--- src/rtl/fp_pkg.sv ---
// Shared definitions for the floating-point adder datapath.
// Holds the alignment FSM encoding and the mantissa/shift widths.
package fp_pkg;

    localparam int MANT_W  = 8;
    localparam int SHIFT_W = 3;

    typedef enum logic [1:0] {
        ST_IDLE  = 2'd0,
        ST_CMP   = 2'd1,
        ST_ALIGN = 2'd2,
        ST_DONE  = 2'd3
    } align_state_t;

endpackage

--- src/rtl/barrel_shift.sv ---
// Shared 8-bit logical right barrel shifter used by the adder datapath.
// Shift amount k ranges 0..7; vacated bits fill with zero.
module barrel_shift
    import fp_pkg::*;
(
    input  logic [MANT_W-1:0]  A,
    input  logic [SHIFT_W-1:0] k,
    output logic [MANT_W-1:0]  Y
);

    assign Y = A >> k;

endmodule

--- src/rtl/fp_align_ctrl.sv ---
// Exponent-alignment sequencer: orders two operands by exponent and right-shifts
// the smaller mantissa over one or more shifter passes, tracking a sticky bit.
module fp_align_ctrl
    import fp_pkg::*;
#(
    parameter int EXP_W    = 8,
    parameter int MAX_STEP = 7
) (
    input  logic              clk,
    input  logic              rst,
    input  logic              in_valid,
    output logic              in_ready,
    input  logic [EXP_W-1:0]  exp_a,
    input  logic [EXP_W-1:0]  exp_b,
    input  logic [7:0]        mant_a,
    input  logic [7:0]        mant_b,
    output logic              out_valid,
    input  logic              out_ready,
    output logic [EXP_W-1:0]  exp_out,
    output logic [7:0]        mant_big,
    output logic [7:0]        mant_small,
    output logic              sticky,
    output logic              swapped
);

    localparam logic [SHIFT_W-1:0] STEP_K     = SHIFT_W'(MAX_STEP);
    localparam logic [EXP_W-1:0]   STEP_E     = EXP_W'(MAX_STEP);
    localparam logic [EXP_W-1:0]   FLUSH_DIST = EXP_W'(MANT_W);

    align_state_t state_q, state_d;

    logic [EXP_W-1:0]  exp_out_q, exp_out_d;
    logic [EXP_W-1:0]  exp_small_q, exp_small_d;
    logic [MANT_W-1:0] mant_big_q, mant_big_d;
    logic [MANT_W-1:0] mant_small_q, mant_small_d;
    logic              sticky_q, sticky_d;
    logic              swapped_q, swapped_d;
    logic [EXP_W-1:0]  rem_q, rem_d;

    logic              cmp_swap;
    logic [EXP_W-1:0]  cmp_diff;
    logic [EXP_W-1:0]  rem_next;
    logic [SHIFT_W-1:0] shift_k;
    logic [MANT_W-1:0] shift_y;
    logic [MANT_W-1:0] sticky_mask;

    barrel_shift u_shift (
        .A (mant_small_q),
        .k (shift_k),
        .Y (shift_y)
    );

    // Per-pass shift amount; the shared shifter is idle (k=0) outside ALIGN.
    always_comb begin
        shift_k = '0;
        if (state_q == ST_ALIGN) begin
            shift_k = (rem_q < STEP_E) ? SHIFT_W'(rem_q) : STEP_K;
        end
        sticky_mask = (MANT_W'(1) << shift_k) - MANT_W'(1);
        rem_next    = rem_q - EXP_W'(shift_k);
    end

    always_comb begin
        cmp_swap = (exp_small_q > exp_out_q);
        cmp_diff = cmp_swap ? (exp_small_q - exp_out_q) : (exp_out_q - exp_small_q);
    end

    always_ff @(posedge clk or posedge rst) begin
        if (rst) begin
            state_q      <= ST_IDLE;
            exp_out_q    <= '0;
            exp_small_q  <= '0;
            mant_big_q   <= '0;
            mant_small_q <= '0;
            sticky_q     <= 1'b0;
            swapped_q    <= 1'b0;
            rem_q        <= '0;
        end else begin
            state_q      <= state_d;
            exp_out_q    <= exp_out_d;
            exp_small_q  <= exp_small_d;
            mant_big_q   <= mant_big_d;
            mant_small_q <= mant_small_d;
            sticky_q     <= sticky_d;
            swapped_q    <= swapped_d;
            rem_q        <= rem_d;
        end
    end

    always_comb begin
        state_d = state_q;
        case (state_q)
            ST_IDLE: begin
                if (in_valid) state_d = ST_CMP;
            end
            ST_CMP: begin
                state_d = (cmp_diff == '0 || cmp_diff >= FLUSH_DIST) ? ST_DONE : ST_ALIGN;
            end
            ST_ALIGN: begin
                if (rem_next == '0) state_d = ST_DONE;
            end
            ST_DONE: begin
                if (out_ready) state_d = ST_IDLE;
            end
            default: state_d = ST_IDLE;
        endcase
    end

    // Operands are staged in the output registers on accept (A as big, B as small)
    // and exchanged in CMP when B turns out to have the larger exponent.
    always_comb begin
        exp_out_d    = exp_out_q;
        exp_small_d  = exp_small_q;
        mant_big_d   = mant_big_q;
        mant_small_d = mant_small_q;
        sticky_d     = sticky_q;
        swapped_d    = swapped_q;
        rem_d        = rem_q;
        case (state_q)
            ST_IDLE: begin
                if (in_valid) begin
                    exp_out_d    = exp_a;
                    exp_small_d  = exp_b;
                    mant_big_d   = mant_a;
                    mant_small_d = mant_b;
                    sticky_d     = 1'b0;
                    swapped_d    = 1'b0;
                end
            end
            ST_CMP: begin
                swapped_d = cmp_swap;
                sticky_d  = 1'b0;
                rem_d     = cmp_diff;
                if (cmp_swap) begin
                    exp_out_d    = exp_small_q;
                    exp_small_d  = exp_out_q;
                    mant_big_d   = mant_small_q;
                    mant_small_d = mant_big_q;
                end
                if (cmp_diff >= FLUSH_DIST) begin
                    mant_small_d = '0;
                    sticky_d     = cmp_swap ? (|mant_big_q) : (|mant_small_q);
                end
            end
            ST_ALIGN: begin
                mant_small_d = shift_y;
                sticky_d     = sticky_q | (|(mant_small_q & sticky_mask));
                rem_d        = rem_next;
            end
            default: ;
        endcase
    end

    always_comb begin
        in_ready  = (state_q == ST_IDLE);
        out_valid = (state_q == ST_DONE);
    end

    assign exp_out    = exp_out_q;
    assign mant_big   = mant_big_q;
    assign mant_small = mant_small_q;
    assign sticky     = sticky_q;
    assign swapped    = swapped_q;

endmodule

--- config.mk ---
export PLATFORM = sky130hd
export DESIGN_NAME = fp_align_ctrl
export DESIGN_NICKNAME = d
export VERILOG_FILES = /design/src/rtl/fp_pkg.sv /design/src/rtl/barrel_shift.sv /design/src/rtl/fp_align_ctrl.sv
export SDC_FILE = /design/constraint.sdc
export NUM_CORES = 1
export LEC_CHECK = 0
export BUFFER_PORTS_ARGS = -buffer_cell sky130_fd_sc_hd__buf_2
export CORE_ASPECT_RATIO = 0.6
export CORE_MARGIN = 3
export CORE_UTILIZATION = 51
export CTS_CLUSTER_SIZE = 30
export DETAILED_ROUTE_END_ITERATION = 8
export PLACE_DENSITY = 0.77
export SYNTH_ARGS = -nofsm -noshare
export SYNTH_HDL_FRONTEND = slang
export SYNTH_HIERARCHICAL = 1
export SYNTH_SLANG_ARGS = --single-unit
export TNS_END_PERCENT = 20
--- constraint.sdc ---
create_clock -name clk -period 3.2 [get_ports clk]
set_input_delay 0.16 -clock clk [delete_from_list [all_inputs] [get_ports clk]]
set_output_delay 0.16 -clock clk [all_outputs]
set_load 0.01 [all_outputs]
Yosys cells after proc, flatten, opt, wreduce, memory -nomap -nowiden
Index checks and enable logic that the tools add are counted.

storage, ports and cells
  register bits after elaboration = 44
  latch bits = 0
  bits in writable memories = 0
  ROM bits = 0
  memories kept = 0

cells by class
  add/sub/neg operators = 4
  multiply operators = 0
  divide/modulo/power cells = 0
  order comparisons = 3
  equal/unequal tests = 8
  shifts and indexed selects = 2
  mux-type cells = 27
  bitwise logic cells = 2
  reduce and logical (&&, ||, !) cells = 15

operators with widths
  operator                                                                              number
  8-bit two-way mux                                                                     10
  8-bit one-hot mux with 2 select lines                                                 4
  8-bit one-hot mux with 3 select lines                                                 1
  8-bit OR reduction                                                                    3
  8-bit logical NOT                                                                     2
  8-bit subtractor                                                                      2
  3-bit AND reduction                                                                   3
  8-bit bitwise AND                                                                     1
  8-bit by 4-bit greater-or-equal comparator with 1-bit output (second input constant)  1
  8-bit greater-than comparator                                                         1
  8-bit by 3-bit < comparator with 1-bit output (second input constant)                 1
  2-bit one-hot mux with 4 select lines                                                 1
  1-bit by 3-bit left shift with 8-bit output (first input constant)                    1
  8-bit by 3-bit right shift with 8-bit output                                          1
  8-bit by 2-bit subtractor with 8-bit output (second input constant)                   1
  8-bit by 3-bit subtractor with 8-bit output                                           1
  2-bit two-way mux                                                                     3
  3-bit two-way mux                                                                     2
  2-bit equality test (second input constant)                                           2
  1-bit two-way mux                                                                     4
  2-bit by 1-bit inequality test with 1-bit output (second input constant)              2
  2-bit inequality test (second input constant)                                         2
  2-bit AND reduction                                                                   2
  2-bit nonzero test                                                                    2
  other kinds (8)                                                                       8

Longest topological paths before layout
  depth in word-level cells = 9
  depth in mapped cells = 16
  gate-level depth less buffers = 15

Cells and area by module
Netlist, hierarchy kept.

modules (own cells, without submodules)
  module         times used  cells an instance  area an instance (um2)  sequential area each (um2)
  fp_align_ctrl  1           384                3309.4                  1101.1
  barrel_shift   1           28                 274.0                   0.0

Worst setup path after synthesis
No wires, ideal clock.

  kind = flip-flop to flip-flop
  start = reg rem_q[5]
  end = reg state_q[0]
  library setup time = 0.130 ns
  arrival = 3.184 ns
  data required time = 3.070 ns
  path slack = -0.114 ns
  stages on the path, launching flop included = 15
  cells stage by stage = dfrtp_1 > or3_1 > or3_1 > or2_2 > and2_1 > inv_1 > ha_1 > a211oi_1 > nand2_1 > a21oi_1 > nand3_1 > a21oi_1 > nand2_1 > a311oi_1 > a21oi_1

on the way
  longest elaborated chain between the ends = 7

ends and longest elaborated chain
  element                                                     RTL line              RTL
  start: declaration                                          fp_align_ctrl.sv:38   logic [EXP_W-1:0] rem_q, rem_d;
  start signal: assignment                                    fp_align_ctrl.sv:86   rem_q <= rem_d;
  8-bit by 3-bit < comparator with 1-bit output               fp_align_ctrl.sv:57   shift_k = (rem_q < STEP_E) ? SHIFT_W'(rem_q) : STEP_K;
  3-bit two-way mux                                           fp_align_ctrl.sv:57
  3-bit two-way mux                                           fp_align_ctrl.sv:56   if (state_q == ST_ALIGN) begin
  net shift_k[2]                                              fp_align_ctrl.sv:43   logic [SHIFT_W-1:0] shift_k;
  8-bit by 3-bit subtractor with 8-bit output                 fp_align_ctrl.sv:60   rem_next = rem_q - EXP_W'(shift_k);
  8-bit logical NOT                                           fp_align_ctrl.sv:100  if (rem_next == '0) state_d = ST_DONE;
  2-bit by 1-bit inequality test with 1-bit output (no line)  --
  3-bit AND reduction (no line)                               --
  end signal: assignment                                      fp_align_ctrl.sv:79   state_q <= state_d;
  end: declaration                                            fp_align_ctrl.sv:30   align_state_t state_q, state_d;

The timed path passes the listed nets, and every way through them passes these cells.
A chain may end at the register's enable or synchronous reset.

Final worst setup path
Ends and elaborated chain as after synthesis.

==> flow_summary_export.csv <==
group,metric,value,unit
run_status,status,"finished with violations",
run_status,violations,"setup timing",
grt,grt_pass1_wl,17.3,mm
sta,slew_headroom,44.5,%
sta,fin_crit,3290,ps
grt,track_usage,26.8,%
synth,yosysSeqAreaShare,30.7,%
synth,synth.avg_cell_area,8.70,um^2
synth,synth_xor_area_share,1.71,%
worst_setup_path,critPathMaxStageDelay,430,ps
synth,synthSimpleGateAreaFrac,13.1,%
final_layout,antennaDiodeCount,0,
final_layout,fin_nets,560,
drt,routed_wl,11.1,mm
synth,synth_nets,473,
sta,fmax,0.304,GHz
worst_setup_path,worstPathCellList,"or3_4 -> or3_4 -> or2_2 -> and2_4 -> inv_2 -> ha_4 -> a211oi_4 -> nand2_1 -> a21oi_2 -> nand3_1 -> a21oi_2 -> buf_4 -> o21a_1 -> o32ai_1 -> a21oi_1",
drt,vias,3624,
clock_tree,clk_pin_slew_worst_paths,60,ps
clock_tree,clockBufferDepth,2,
sta,maxSlewViolCount,0,
drt,via_per_inst,6.21,
min_path,hold_class,"input pin to async pin",
drt,firstDrtPassIters,5,
synth,synth_compound_area_share,25.0,%
sta,hold_viol,0,
placed_design,place_hpwl,7.85,mm
synth,synth_cell_types,60,
clock_tree,numCtsBuffers,5,
placed_design,globalplace.congestion,0.920,
worst_setup_path,cp_top_family,"simple AND/OR/NAND/NOR gates",
sta,rsz0062_at_grt,"true",
synth,yosys_warnings,6,
worst_setup_path,worstSetupPathType,"register to register",
floorplanning,io_pins,64,
sta,tightestPinTransition,833,ps
clock_tree,cts_root_buffer,"clkbuf_16",
sta,hold_slack,10.1,ps
sta,fin_crit_sh,103,%
sta,layout_setup_ws,-90.6,ps
synth,synth_top_family_by_area,"compound AO/OA/AOI/OAI gates",
grt,antenna_found_initial,0,
final_layout,final_layout_size_suffix_gt1_share,34.2,%
worst_setup_path,worstPathMaxFanout,4,
synth,synthAdderAreaFrac,9.36,%
synth,synth.top_cell.area_share,30.7,%
worst_setup_path,cp_data_required_time,3430,ps
final_layout,syn_to_final_growth,28.0,%
worst_setup_path,end_kind,"register",
drt,drc,0,
floorplanning,die_w,114,um
synth,async_flop_share,100,%
drt,wl_per_cell,18.9,um
final_layout,fillCellCount,490,
worst_setup_path,crit_arrival,3520,ps
clock_tree,cts_sinks,44,
synth,synth_edf_count,0,
floorplanning,core_area,6440,um^2
floorplanning,fp.dieArea,8100,um^2
floorplanning,die_h,70.9,um
clock_tree,cts_tree,"yes",
grt,grt_max_degree,49,
clock_tree,insertion_delay,300,ps
grt,grt_overflow,0,
worst_setup_path,cp_slowest_cell,"or3_4",
drt,drt-initial-drc-count,354,
clock_tree,htree_levels,2,
floorplanning,initial_utilization,55.6,%
sta,clock_skew,8.59,ps
floorplanning,row_count,22,
worst_setup_path,cp_num_buf_inv,2,
synth,synthFlopType,"dfrtp_1",
flow_run,maxCapViolCount,0,
synth,ys_seq_elements,44,
drt,antenna_left,0,
grt,first_global_vias,3434,
synth,synthCells,412,
worst_setup_path,startpoint_type,"register",
synth,yosysTopAreaCell,"dfrtp_1",
sta,finalSetupViolCount,3,
synth,synth_area,3580,um^2
synth,synth_mux_area_share,13.8,%
synth,ys_top_cells_by_area,"dfrtp_1 31%, mux2i_1 10%, a21oi_1 7.7%",
placed_design,port_buffers,63,
area by class of cell:
class / instances / area (um^2) / share of cell area (%)
clock buffers: 6 / 139 / 3.03
clock inverters: 2 / 38.8 / 0.845
inverters: 28 / 105 / 2.29
multi-input cells: 314 / 2460 / 53.6
flip-flops and latches: 44 / 1100 / 24.0
well taps: 84 / 105 / 2.29
repair buffers: 106 / 638 / 13.9
worst paths after layout:
check,start,slack (ps),cells after the start,endpoint
worst min register to register,swapped$_DFFE_PP0P_,560,1,swapped$_DFFE_PP0P_
worst min-delay path,rst,10,3,exp_out[7]$_DFFE_PP0P_
worst max register to register,rem_q[5]$_DFFE_PP0N_,-90,15,state_q[0]$_DFFE_PP0P_
max in group asynchronous,rst,2770,3,rem_q[6]$_DFFE_PP0N_
min in group clk,mant_a[6],160,3,mant_big[6]$_DFFE_PP0P_
worst max-delay path,rem_q[5]$_DFFE_PP0N_,-90,15,state_q[0]$_DFFE_PP0P_
through the flow:
stage	instances	TNS (ps)	setup slack [ps]	area (um^2)	util [%]
after floorplan	412	0	3.18	3590	-
after global placement	571	0	58.2	4190	65.1
after detailed placement	571	-52.9	-52.9	4190	65.1
after CTS	580	0	0.871	4410	68.5
after global routing	584	-688	-221	4590	71.2
final	584	-120	-90.6	4590	71.2
cell usage after synthesis, types with 2 or more instances:
cell type / instances
mux4_2: 2
fa_1: 3
buf_6: 2
o21ai_0: 26
a221oi_1: 2
buf_1: 3
mux2_4: 3
ha_1: 22
nor2b_1: 2
o21a_1: 6
mux2_2: 3
nor3_1: 4
nand3b_1: 3
a22o_1: 2
a21o_1: 3
a31oi_1: 2
a21oi_1: 55
o32ai_1: 2
mux2i_1: 37
a311oi_1: 3
buf_2: 5
a2111oi_1: 7
o22ai_1: 2
or3_1: 4
and2_1: 2
o32a_2: 7
inv_1: 28
nand2b_1: 2
nor2_1: 41
xnor2_1: 6
dfrtp_1: 44
clkbuf_1: 15
nand2_1: 30
nor4_1: 4
a211oi_1: 5
worst reg2reg max path, cell delays in order (launching register included):
cell	delay (ps)
dfrtp_1	390
or3_4	380
or3_4	430
or2_2	300
and2_4	170
inv_2	60
ha_4	220
a211oi_4	230
nand2_1	120
a21oi_2	180
nand3_1	110
a21oi_2	180
buf_4	140
o21a_1	110
o32ai_1	70
a21oi_1	140
cell usage in the layout (no fill, tap or decap), types with 3 or more instances in the layout:
master,count
nand3b_1,3
a2111oi_2,6
buf_4,43
a21o_1,3
nand2_1,30
a21oi_1,50
nor2_1,39
dfrtp_1,44
nor3_1,4
ha_2,4
inv_1,25
or3_4,4
nor4_1,4
o21a_1,6
ha_4,5
a21oi_2,4
ha_1,13
xnor2_1,5
o32a_2,7
buf_2,63
a211oi_1,3
clkbuf_16,5
o21ai_0,25
mux2_4,3
mux2i_1,36
mux2_2,3
logic make-up (layout without fill, tap and decap cells):
| logic type | after synthesis | count (layout) |
|---|---|---|
| AOI/OAI and AO/OA | 136 | 136 |
| xor gates and xnor gates | 7 | 7 |
| adders and majority gates | 25 | 25 |
| buffers and inverters | 54 | 142 |
| DFF | 44 | 44 |
| muxes | 45 | 45 |
| and+or+nand+nor | 101 | 101 |
registers in the layout, summed over array words and instances, names as in the netlist:
name / cells
exp_small_q: 8
state_q: 2
rem_q: 8
swapped: 1
exp_out: 8
mant_small: 8
sticky: 1
mant_big: 8
timing repair:
| item | 4_1_cts | 5_1_grt |
|---|---|---|
| buffers inserted | 1 | 4 |
| resized for setup | 6 | 31 |
| endpoints found under the setup margin | 7 | 12 |
| hold buffers | 0 | 0 |
| pin swaps | 4 | 14 |
per-layer routing:
layer	global-route usage, %	share of wire [%]
met1	40.1	47
met2	38.5	43
met3	6.67	9.2
met4	6.98	1.3
met5	0	0
Power is left out: the tool's default activity adds up to more than one toggle a clock period on the data nets, which glitch-free logic cannot reach.
